<file path="src/rtl/rvcpu_pkg.sv">
// rvcpu_pkg: shared types for the CPU pipeline.
//   br_type_e   - conditional-branch comparison select (funct3 encoding)
//   exb_ctrl_t  - control bundle carried unchanged from IDR through EXB to EXA
package rvcpu_pkg;

  // Codes 2 and 3 are unused; the comparator reports "not taken" for them.
  typedef enum logic [2:0] {
    BEQ  = 3'd0,
    BNE  = 3'd1,
    BLT  = 3'd4,
    BGE  = 3'd5,
    BLTU = 3'd6,
    BGEU = 3'd7
  } br_type_e;

  typedef struct packed {
    logic [4:0] rd;
    logic       rf_wr_en;
    logic [1:0] rf_wr_sel;
    logic [3:0] alu_ctrl;
    logic       alu_a_sel;
    logic       alu_b_sel;
    logic [2:0] dm_rd_ctrl;
    logic [1:0] dm_wr_ctrl;
    logic       m_sel;
  } exb_ctrl_t;

endpackage

</file>
<file path="src/rtl/branch_cmp.sv">
// branch_cmp: combinational comparator for conditional branches.
// Ports:
//   rs1, rs2 - XLEN-bit operands
//   br_type  - comparison select (rvcpu_pkg::br_type_e encoding)
//   cond     - 1 when the branch condition holds
module branch_cmp
  import rvcpu_pkg::*;
#(
  parameter int XLEN = 64
) (
  input  logic [XLEN-1:0] rs1,
  input  logic [XLEN-1:0] rs2,
  input  logic [2:0]      br_type,
  output logic            cond
);

  logic eq;
  logic lt_s;
  logic lt_u;

  assign eq   = (rs1 == rs2);
  assign lt_s = ($signed(rs1) < $signed(rs2));
  assign lt_u = (rs1 < rs2);

  always_comb begin
    cond = 1'b0;
    case (br_type)
      BEQ:     cond = eq;
      BNE:     cond = ~eq;
      BLT:     cond = lt_s;
      BGE:     cond = ~lt_s;
      BLTU:    cond = lt_u;
      BGEU:    cond = ~lt_u;
      default: cond = 1'b0;
    endcase
  end

endmodule

</file>
<file path="src/rtl/pipeline_exb_stage_p.sv">
// pipeline_exb_stage_p: branch-resolution stage between IDR and EXA.
// Resolves branches/JAL/JALR against the fetch prediction, raises a
// single-cycle redirect on mispredict, strobes a predictor update, and
// registers the uop towards EXA behind a valid/ready handshake.
// Ports:
//   clk, reset (async, active-low), flush_i
//   in_valid_i/in_ready_o, pc_i, rs1_i, rs2_i, imm_i, ctrl_i  - IDR side
//   is_branch_i, is_jal_i, is_jalr_i, br_type_i               - instruction class
//   pred_taken_i, pred_target_i                               - fetch prediction
//   redirect_o, redirect_pc_o                                 - refetch request
//   bp_upd_valid_o, bp_upd_taken_o, bp_upd_target_o          - predictor update
//   out_valid_o/out_ready_i, pc_o, rs1_o, rs2_o, imm_o, ctrl_o, misalign_o - EXA side
//   branch_cnt_o, mispred_cnt_o - saturating counters, only when
//                                 EXB_PERF_CNT_EN is defined
module pipeline_exb_stage_p
  import rvcpu_pkg::*;
#(
  parameter int XLEN   = 64,
  parameter int CTRL_W = $bits(rvcpu_pkg::exb_ctrl_t)
) (
  input  logic              clk,
  input  logic              reset,
  input  logic              flush_i,
  input  logic              in_valid_i,
  output logic              in_ready_o,
  input  logic [XLEN-1:0]   pc_i,
  input  logic [XLEN-1:0]   rs1_i,
  input  logic [XLEN-1:0]   rs2_i,
  input  logic [XLEN-1:0]   imm_i,
  input  logic [CTRL_W-1:0] ctrl_i,
  input  logic              is_branch_i,
  input  logic              is_jal_i,
  input  logic              is_jalr_i,
  input  logic [2:0]        br_type_i,
  input  logic              pred_taken_i,
  input  logic [XLEN-1:0]   pred_target_i,
  output logic              redirect_o,
  output logic [XLEN-1:0]   redirect_pc_o,
  output logic              bp_upd_valid_o,
  output logic              bp_upd_taken_o,
  output logic [XLEN-1:0]   bp_upd_target_o,
  output logic              out_valid_o,
  input  logic              out_ready_i,
  output logic [XLEN-1:0]   pc_o,
  output logic [XLEN-1:0]   rs1_o,
  output logic [XLEN-1:0]   rs2_o,
  output logic [XLEN-1:0]   imm_o,
  output logic [CTRL_W-1:0] ctrl_o,
  output logic              misalign_o
`ifdef EXB_PERF_CNT_EN
  ,
  output logic [31:0]       branch_cnt_o,
  output logic [31:0]       mispred_cnt_o
`endif
);

  logic            cond;
  logic            taken;
  logic            fire;
  logic            mispredict;
  logic [XLEN-1:0] base;
  logic [XLEN-1:0] sum;
  logic [XLEN-1:0] target;
  logic [XLEN-1:0] fallthrough;

  branch_cmp #(.XLEN(XLEN)) u_cmp (
    .rs1     (rs1_i),
    .rs2     (rs2_i),
    .br_type (br_type_i),
    .cond    (cond)
  );

  assign in_ready_o = ~out_valid_o | out_ready_i;
  assign fire       = in_valid_i & in_ready_o & ~flush_i;

  assign taken       = is_jal_i | is_jalr_i | (is_branch_i & cond);
  assign base        = is_jalr_i ? rs1_i : pc_i;
  assign sum         = base + imm_i;
  // JALR clears bit 0 of the computed address.
  assign target      = is_jalr_i ? {sum[XLEN-1:1], 1'b0} : sum;
  assign fallthrough = pc_i + XLEN'(4);

  assign mispredict = (taken != pred_taken_i) | (taken & (pred_target_i != target));

  // Resolution only counts on fire, so a stalled uop reports exactly once.
  assign redirect_o      = fire & mispredict;
  assign redirect_pc_o   = taken ? target : fallthrough;
  assign bp_upd_valid_o  = fire & (is_branch_i | is_jal_i | is_jalr_i);
  assign bp_upd_taken_o  = taken;
  assign bp_upd_target_o = target;

  always_ff @(posedge clk or negedge reset) begin
    if (!reset) begin
      out_valid_o <= 1'b0;
      misalign_o  <= 1'b0;
      pc_o        <= '0;
      rs1_o       <= '0;
      rs2_o       <= '0;
      imm_o       <= '0;
      ctrl_o      <= '0;
    end else if (flush_i) begin
      out_valid_o <= 1'b0;
      misalign_o  <= 1'b0;
    end else if (fire) begin
      out_valid_o <= 1'b1;
      misalign_o  <= taken & (target[1:0] != 2'b00);
      pc_o        <= pc_i;
      rs1_o       <= rs1_i;
      rs2_o       <= rs2_i;
      imm_o       <= imm_i;
      ctrl_o      <= ctrl_i;
    end else if (out_ready_i) begin
      out_valid_o <= 1'b0;
    end
  end

`ifdef EXB_PERF_CNT_EN
  always_ff @(posedge clk or negedge reset) begin
    if (!reset) begin
      branch_cnt_o  <= '0;
      mispred_cnt_o <= '0;
    end else begin
      if (bp_upd_valid_o && (branch_cnt_o != 32'hFFFF_FFFF))
        branch_cnt_o <= branch_cnt_o + 32'd1;
      if (redirect_o && (mispred_cnt_o != 32'hFFFF_FFFF))
        mispred_cnt_o <= mispred_cnt_o + 32'd1;
    end
  end
`endif

endmodule

</file>
<file path="config.mk">
export PLATFORM = sky130hd
export DESIGN_NAME = pipeline_exb_stage_p
export DESIGN_NICKNAME = d
export VERILOG_FILES = /design/src/rtl/rvcpu_pkg.sv /design/src/rtl/branch_cmp.sv /design/src/rtl/pipeline_exb_stage_p.sv
export SDC_FILE = /design/constraint.sdc
export NUM_CORES = 1
export LEC_CHECK = 0
export ABC_AREA = 1
export BUFFER_PORTS_ARGS = -buffer_cell sky130_fd_sc_hd__buf_2
export CAP_MARGIN = 5
export CORE_AREA = 2 2 294 296
export CTS_CLUSTER_SIZE = 16
export DETAILED_ROUTE_END_ITERATION = 10
export DIE_AREA = 0 0 296 298
export GPL_ROUTABILITY_DRIVEN = 0
export GPL_TIMING_DRIVEN = 0
export SYNTH_ARGS = -nofsm -noshare
export SYNTH_HDL_FRONTEND = slang
export SYNTH_SLANG_ARGS = --single-unit
</file>
<file path="constraint.sdc">
create_clock -name clk -period 9.1 [get_ports clk]
set_clock_uncertainty 0.05 [all_clocks]
set_input_delay 1.365 -clock clk [delete_from_list [all_inputs] [get_ports clk]]
set_output_delay 1.365 -clock clk [all_outputs]
set_load 0.1 [all_outputs]
</file>
Yosys cells after proc, flatten, opt, wreduce, memory -nomap -nowiden
Index checks and enable logic that the tools add are counted.
{"block": "op_classes", "n_addsub": 2, "multipliers": 0, "n_div": 0, "magnitude_cmp": 2, "n_eq_ne": 8, "shifts": 0, "muxes": 9, "bitwise": 18, "reduce_logical": 5}
{"cell": "$lt A64 B64 Y1", "count": 2}
{"cell": "$mux W64", "count": 2}
{"cell": "$add A64 B3 Y64 const B", "count": 1}
{"cell": "$add A64 B64 Y64", "count": 1}
{"cell": "$eq A64 B64 Y1", "count": 1}
{"cell": "$ne A64 B64 Y1", "count": 1}
{"cell": "$eq A3 B3 Y1 const B", "count": 4}
{"cell": "$and A1 B1 Y1", "count": 7}
{"cell": "$mux W1", "count": 6}
{"cell": "$or A1 B1 Y1", "count": 6}
{"cell": "$pmux W1 S6", "count": 1}
{"cell": "$not A1 Y1", "count": 5}
{"cell": "$reduce_bool A2 Y1", "count": 2}
{"cell": "$eq A3 B1 Y1 const B", "count": 1}
{"cell": "$logic_not A3 Y1", "count": 1}
{"cell": "$reduce_bool A3 Y1", "count": 1}
{"cell": "$reduce_and A2 Y1", "count": 1}
{"cell": "$ne A1 B1 Y1", "count": 1}
{"block": "word_totals", "regBits": 278, "latch_bits": 0, "ram_bits": 0, "romBits": 0, "input_bits": 352, "memories": 0}

Longest topological paths before layout
Gate-level depths: netlist of run 1.
{"block": "logic_depth", "ltp_word": 8, "depth_mapped": 29}

Cells and area by module
Synthesis of run 1 repeated with hierarchy kept, for this count alone.
{"block": "hier_totals", "hier_cells": 3692, "hier_area_um2": 22522.9}
{"mod": "pipeline_exb_stage_p", "n_inst": 1, "cells_per_inst": 3371, "area_per_inst_um2": 20636.0}
{"mod": "branch_cmp", "n_inst": 1, "cells_per_inst": 321, "area_per_inst_um2": 1886.8}

Worst setup path after synthesis of run 1
OpenSTA, ideal clock, no wires.
{"block": "synth_timing", "kind": "input to output", "from": "input is_jalr_i", "to": "output redirect_o", "t_arrival_ns": 5.956, "required_time_ns": 7.685, "path_slack_ns": 1.729, "stages": 28, "n_path_buf": 2, "path_cell_list": "clkbuf_1 -> clkbuf_1 -> nand2_1 -> o21ai_0 -> ha_1 -> inv_1 -> fa_1 -> inv_1 -> nand2_1 -> nand2_1 -> nand3_1 -> nand2_1 -> nand2_1 -> nand2_1 -> nand2_1 -> nand2_1 -> nand2_1 -> nand2_1 -> nand2_1 -> nand2_1 -> nand2_1 -> nand2_1 -> nor2_1 -> nand2_1 -> nor2_1 -> nand3_1 -> nor2_1 -> nor2_1"}
{"block": "synth_between", "elab_cells_between_ends": 10}
{"element": "start: declaration", "line_no": "pipeline_exb_stage_p.sv:33", "rtl": "input logic is_jalr_i,"}
{"element": "$mux W64", "line_no": "pipeline_exb_stage_p.sv:77", "rtl": "assign base = is_jalr_i ? rs1_i : pc_i;"}
{"element": "$add A64 B64 Y64", "line_no": "pipeline_exb_stage_p.sv:78", "rtl": "assign sum = base + imm_i;"}
{"element": "via bp_upd_target_o[36]", "line_no": "pipeline_exb_stage_p.sv:41", "rtl": "output logic [XLEN-1:0] bp_upd_target_o,"}
{"element": "$ne A64 B64 Y1", "line_no": "pipeline_exb_stage_p.sv:83", "rtl": "assign mispredict = (taken != pred_taken_i) | (taken & (pred_target_i != target));"}
{"element": "$and A1 B1 Y1", "line_no": "pipeline_exb_stage_p.sv:83"}
{"element": "$or A1 B1 Y1", "line_no": "pipeline_exb_stage_p.sv:83"}
{"element": "$and A1 B1 Y1", "line_no": "pipeline_exb_stage_p.sv:86", "rtl": "assign redirect_o = fire & mispredict;"}
{"element": "end: declaration", "line_no": "pipeline_exb_stage_p.sv:37", "rtl": "output logic redirect_o,"}
The timed path passes the listed nets, and every way through them passes these cells.

Final worst setup path of run 1
{"block": "layout_timing", "from": "input is_jalr_i", "to": "output redirect_o"}
{"block": "layout_between", "elab_chain_cells": 7, "elab_cells_between_ends": 10}
{"element": "$mux W64", "line_no": "pipeline_exb_stage_p.sv:77"}
{"element": "$add A64 B64 Y64", "line_no": "pipeline_exb_stage_p.sv:78"}
{"element": "$mux W1", "line_no": "pipeline_exb_stage_p.sv:80", "rtl": "assign target = is_jalr_i ? {sum[XLEN-1:1], 1'b0} : sum;"}
{"element": "$ne A64 B64 Y1", "line_no": "pipeline_exb_stage_p.sv:83"}
{"element": "$and A1 B1 Y1", "line_no": "pipeline_exb_stage_p.sv:83"}
{"element": "$or A1 B1 Y1 *", "line_no": "pipeline_exb_stage_p.sv:83"}
{"element": "$and A1 B1 Y1 *", "line_no": "pipeline_exb_stage_p.sv:86"}
Mark *: on every way between the ends. The rest lies on a longest branch, timed or not.

==> results of run 1 <==
==> flip-flops by register name (all words and copies together), names as in the netlist <==
register     count
pc_o            64
out_valid_o      1
imm_o           64
rs2_o           64
rs1_o           64
ctrl_o          20
misalign_o       1
==> report_power, final <==
group	internal, mW	total [mW]	switching (mW)
Sequential	1.42	1.52	0.0999
Clock	0.816	1.44	0.624
Combinational	0.613	4.09	3.48
Total	2.84	7.05	4.20
==> stage by stage <==
step                      setup TNS [ns]  cell area [um2]  hold WS [ns]
after floorplan                        0            21980        0.9286
after global placement          -0.04757            27220        0.3979
after detailed placement        -0.05579            27290        0.4027
after CTS                              0            28430        0.4164
after global routing                   0            28460        0.4351
final                                  0            28480        0.4147
==> Yosys cell counts (all sizes together) (2+ instances only) <==
| cell type | n | share of area (%) |
|---|---|---|
| nand3b | 17 | 0.58 |
| inv | 509 | 8.7 |
| nor2 | 229 | 4.1 |
| nor4 | 21 | 0.75 |
| a21boi | 2 | 0.068 |
| nand4 | 28 | 0.83 |
| ha | 128 | 7.3 |
| nand2 | 1552 | 27 |
| buf | 15 | 0.35 |
| o21ai | 265 | 6.0 |
| xor2 | 65 | 2.6 |
| o21bai | 6 | 0.20 |
| and2 | 3 | 0.085 |
| and3 | 2 | 0.057 |
| nand3 | 192 | 4.6 |
| clkbuf | 74 | 1.3 |
| nor3 | 44 | 1.1 |
| dfrtp | 278 | 32 |
| xnor3 | 4 | 0.41 |
| o21a | 4 | 0.14 |
| a21oi | 95 | 2.2 |
==> worst min path at each step <==
| stage | end | cells after the start |
|---|---|---|
| 2_1_floorplan | rs1_o[10] | 2 |
| 3_3_place_gp | rs1_o[19] | 2 |
| 3_5_place_dp | rs1_o[7] | 2 |
| 4_1_cts | ctrl_o[19] | 2 |
| 5_1_grt | rs1_o[58] | 2 |
| 6_report | ctrl_o[7] | 2 |
==> tightest hold or removal path, stage by stage, from the launching register on <==
cell	delay, ns
dfrtp_1	0.33
nand2_1	0.05
nand2_1	0.05
==> per-layer routing <==
| layer | vias to the layer above | track usage, % |
|---|---|---|
| li1 | 12660 | - |
| met1 | 12570 | 35.38 |
| met2 | 1287 | 43.43 |
| met3 | 301 | 6.580 |
| met4 | 34 | 13.65 |
| met5 | - | 0 |
==> layout make-up <==
class / instances / area, um2 / area share (%)
antenna: 19 / 47.55 / 0.1670
buffer: 88 / 354.1 / 1.243
clock buffer: 49 / 1011 / 3.550
clock inverter: 16 / 135.1 / 0.4745
inverter: 510 / 1914 / 6.722
multi-input combinational: 2664 / 12750 / 44.79
sequential: 278 / 6957 / 24.43
tap: 1144 / 1431 / 5.026
timing repair buffer: 763 / 3874 / 13.60
==> logic make-up after synthesis <==
group                      synth area share [%]
AOI/OAI and AO/OA                         8.669
xor gates and xnor gates                  3.148
adders and majority gates                 7.377
buffers and inverters                     10.33
DFF                                       31.65
and+or+nand+nor                           38.83
==> impl_metrics.env, run 1 <==
export IMPL_placementRows=107
export IMPL_pre_cts_ws_ns=-0.05579
export IMPL_clk_pin_slew_worst_paths_ns=0.05
export IMPL_syn_avg_cell_area_um2=6.208
export IMPL_post_synth_num_cell_types=46
export IMPL_worstSetupPathType="input port to output pin"
export IMPL_finalHoldViolations=0
export IMPL_rsz0062_at_grt="false"
export IMPL_critical_path_max_stage_delay_ns=0.84
export IMPL_r2r_end="imm_o[17]"
export IMPL_finalNonFillerCells=5531
export IMPL_routedWlPerCell_um=23.01
export IMPL_ys_seq_area_share_pct=31.65
export IMPL_mostFrequentLayoutCell="nand2_1"
export IMPL_period_minus_slack_ns=8.495
export IMPL_fin_util_pct=33.55
export IMPL_viasPerCell=4.854
export IMPL_synth_edf_count=0
export IMPL_design_power_total_mw=7.045
export IMPL_fillers=9589
export IMPL_nets=4823
export IMPL_power_per_cell_area_nw_per_um2=247.4
export IMPL_antenna_found_initial=46
export IMPL_ys_flop_type="dfrtp_1"
export IMPL_critPathArrivalTime_ns=7.08
export IMPL_dp_hpwl_um=109400
export IMPL_cts_root_buffer="clkbuf_16"
export IMPL_htree_levels=2
export IMPL_path_buf_inv=6
export IMPL_r2r_start="out_valid_o"
export IMPL_finalWorstSetupSlack_ns=0.6050
export IMPL_p_leak_nw=16.78
export IMPL_io_pins=762
export IMPL_grt_pass1_vias=25030
export IMPL_slew_violations=0
export IMPL_critPathCaptureType="output pin"
export IMPL_post_cts_setup_buffers=0
export IMPL_grtUsageTotal_pct=27.67
export IMPL_routed_top_layer="met5"
export IMPL_crit_fanout=14
export IMPL_syn_to_final_growth_pct=29.56
export IMPL_wl_met1_um=52740
export IMPL_ys_warnings_count=0
export IMPL_cts_sinks=278
export IMPL_clockBufferDepth=3
export IMPL_dpl_cell_count=5448
export IMPL_worstMarginPinSlew_ns=1.359
export IMPL_critical_path_depth=24
export IMPL_grt_pass1_wl_um=174400
export IMPL_critical_path_required_ns=7.69
export IMPL_cts_made_buffers=37
export IMPL_overflow=0
export IMPL_crit_slowest_cell="clkbuf_1"
export IMPL_ys_ff_latch=278
export IMPL_postCtsHoldBufs=0
export IMPL_maxSlewHeadroom_pct=9.411
export IMPL_peakVddDrop_v=0.0001389
export IMPL_cp_top_family="simple AND/OR/NAND/NOR gates"
export IMPL_drt_antenna_violating_nets=0
export IMPL_crit_chain="buf_2, clkbuf_1, clkbuf_1, nand2_1, o21ai_0, ha_1, nand2_1, inv_1, a21oi_1, inv_1, nor2_1, nand2_1, nand2_1, and2_0, nand3_1, nand3_1, nand2_1, nor2_1, nand2_1, nor2_1, nand3_1, nor2_1, nor2_1, buf_2"
export IMPL_clock_latency_ns=0.55
export IMPL_final_cell_mix="nand2_1 (1545), buf_2 (768), inv_1 (506)"
export IMPL_hold_class="register to register"
export IMPL_path_common_cell="nand2_1"
export IMPL_cp_startpoint="is_jalr_i"
export IMPL_coreArea_um2=84880
export IMPL_status="finished clean"
export IMPL_vias=26850
export IMPL_drc=0
export IMPL_dr_first_iter_drc_count=2471
export IMPL_port_buffers=761
export IMPL_cp_start_kind="input port"
export IMPL_drive_above_1_share_pct=19.87
export IMPL_reg2reg_depth=9
export IMPL_cts_tree="yes"
export IMPL_die_h_um=298
export IMPL_synth_cells=3541
export IMPL_cts_resized=0
export IMPL_maxCapViolations=0
export IMPL_min_from="ctrl_o[7]"
export IMPL_routed_wl_met2_um=55820
export IMPL_async_flop_share_pct=100.0
export IMPL_wl_um=127300
export IMPL_dr_wl_met3_um=11370
export IMPL_dr_pass1_iters=6
export IMPL_die_area_um2=88210
export IMPL_setup_viol=0
export IMPL_r2r_slack_ns=5.75
export IMPL_synth_area_um2=21980
export IMPL_initial_core_util_pct=25.90
export IMPL_die_w_um=296
export IMPL_fmax_ghz=0.1177
export IMPL_synthesis_nets=4022
export IMPL_min_period_over_period_pct=93.35
export IMPL_cp_endpoint="redirect_o"
export IMPL_grt_start_max_net_pins=112
Power figures use the tool's default switching activity.
==> run 2: changes to the inputs <==
REMOVE_ABC_BUFFERS = 1   (was unset)
==> run 2 against run 1 <==
Sequential power about the same; non-clock buffer count down 79; hold slack worse by 0.0027 ns; maximum frequency up 6.0%; largest power group unchanged; power down 0.91%; clock power up 3%; worst setup slack better by 0.48 ns; combinational power down 3%; utilization down 0.13 points; flip-flop and latch count unchanged; sequential share of layout area up 0.097 points; via count down 5.2%.
==> impl_metrics.env, run 2 (same netlist as run 1, synthesis figures left out) <==
export IMPL_status="finished clean"
export IMPL_power_per_cell_area_nw_per_um2=246.1
export IMPL_r2r_end="rs2_o[33]"
export IMPL_mostFrequentLayoutCell="nand2_1"
export IMPL_r2r_slack_ns=6.63
export IMPL_dp_hpwl_um=92860
export IMPL_peakVddDrop_v=0.0001710
export IMPL_min_from="imm_o[29]"
export IMPL_die_area_um2=88210
export IMPL_clockBufferDepth=3
export IMPL_critPathArrivalTime_ns=6.60
export IMPL_coreArea_um2=84880
export IMPL_initial_core_util_pct=25.90
export IMPL_post_cts_setup_buffers=0
export IMPL_grt_pass1_wl_um=157800
export IMPL_routedWlPerCell_um=20.33
export IMPL_period_minus_slack_ns=8.011
export IMPL_final_area_um2=28370
export IMPL_wl_um=110700
export IMPL_cts_resized=0
export IMPL_htree_levels=2
export IMPL_grt_pass1_vias=23940
export IMPL_syn_to_final_growth_pct=29.05
export IMPL_worstSetupPathType="input port to output pin"
export IMPL_r2r_start="out_valid_o"
export IMPL_slew_violations=0
export IMPL_drc=0
export IMPL_critPathCaptureType="output pin"
export IMPL_viasPerCell=4.677
export IMPL_hold_slack_ns=0.4120
export IMPL_fin_util_pct=33.42
export IMPL_cts_made_buffers=35
export IMPL_rsz0062_at_grt="false"
export IMPL_grtUsageTotal_pct=24.19
export IMPL_nets=4742
export IMPL_cp_start_kind="input port"
export IMPL_vias=25470
export IMPL_clock_latency_ns=0.55
export IMPL_multi_input_comb_area_um2=12760
export IMPL_die_h_um=298
export IMPL_min_period_over_period_pct=88.03
export IMPL_die_w_um=296
export IMPL_hold_class="register to register"
export IMPL_dr_pass1_iters=6
export IMPL_drive_above_1_share_pct=20.19
export IMPL_ff_latch_area_um2=6957
export IMPL_maxSlewHeadroom_pct=16.68
export IMPL_crit_fanout=91
export IMPL_fillers=9536
export IMPL_grt_start_max_net_pins=170
export IMPL_port_buffers=761
export IMPL_placementRows=107
export IMPL_cts_tree="yes"
export IMPL_final_cell_mix="nand2_1 (1545), buf_2 (760), inv_1 (505)"
export IMPL_whs_endpoint="imm_o[29]"
export IMPL_placed_area_um2=27140
export IMPL_hold_path_depth=2
export IMPL_antenna_found_initial=37
export IMPL_dr_first_iter_drc_count=2329
export IMPL_p_leak_nw=16.76
export IMPL_setup_viol=0
export IMPL_clk_pin_slew_worst_paths_ns=0.06
export IMPL_io_pins=762
export IMPL_finalHoldViolations=0
export IMPL_cts_root_buffer="clkbuf_16"
export IMPL_fin_tns_setup_ns=0
export IMPL_overflow=0
export IMPL_postCtsHoldBufs=0
export IMPL_reg2reg_depth=9
export IMPL_maxCapViolations=0
export IMPL_fmax_ghz=0.1248
export IMPL_pre_cts_ws_ns=0.9759
export IMPL_cts_sinks=278
export IMPL_cp_startpoint="rs1_i[15]"
export IMPL_finalWorstSetupSlack_ns=1.089
export IMPL_critical_path_required_ns=7.69
export IMPL_worstMarginPinSlew_ns=1.250
export IMPL_drt_antenna_violating_nets=0
## run 2: cell types whose count changed in the layout (fill, tap and decap cells not counted), moves of 3 or more
cell	delta
buf_1	-4
buf_12	+5
buf_16	+3
buf_2	-8
clkbuf_1	-75
clkbuf_8	+4
inv_6	-4
## run 2: final cells by class
| cell class | count | share of cell area (%) |
|---|---|---|
| multi-input combinational | 2664 | 44.99 |
| sequential | 278 | 24.52 |
| timing repair buffer | 772 | 14.33 |
| inverter | 510 | 6.775 |
| tap | 1144 | 5.046 |
| clock buffer | 49 | 3.705 |
| clock inverter | 11 | 0.4808 |
| antenna | 17 | 0.1500 |
## run 2: report_power, final
part | switching (mW) | leakage, nW | total, mW | internal, mW
Clock | 0.601 | 0.588 | 1.49 | 0.888
Sequential | 0.0916 | 3.45 | 1.51 | 1.42
Combinational | 3.37 | 12.7 | 3.98 | 0.612
## run 2: routing by layer
metal	routed length [um]	track usage [%]
met4	3224	6.950
met1	47480	31.54
met2	51890	40.42
met5	190	0
met3	7889	4.565
## run 2: worst max-delay path by stage
stage	end	slack (ns)
finish	redirect_pc_o[15]	1.09
global placement	bp_upd_valid_o	-28.98
floorplan	bp_upd_valid_o	-9.51
detailed placement	redirect_pc_o[15]	0.98
CTS	redirect_pc_o[13]	0.96
global route	redirect_pc_o[15]	0.70
## run 2: per-stage QoR
| step | cells | power, mW |
|---|---|---|
| 2_1_floorplan | 3452 | 4.604 |
| 3_3_place_gp | 5357 | 5.513 |
| 3_5_place_dp | 5368 | 5.512 |
| 4_1_cts | 5428 | 7.027 |
| 5_1_grt | 5440 | 7.269 |
| 6_report | 5445 | 6.981 |
## run 2: critical path, cell delays in order
cell,delay (ns)
buf_2,0.12
ha_1,0.32
nand4_1,0.21
nor3_1,0.51
nand2_1,0.23
nand2_1,0.10
nand2_1,0.05
nand2_1,0.25
nand2_1,0.18
nand2_1,0.12
nand2_1,0.05
a21oi_1,0.11
nand3_1,0.09
nand2_1,0.11
nand2_4,0.59
inv_2,1.17
nand2_1,0.25
o21ai_1,0.15
buf_2,0.47
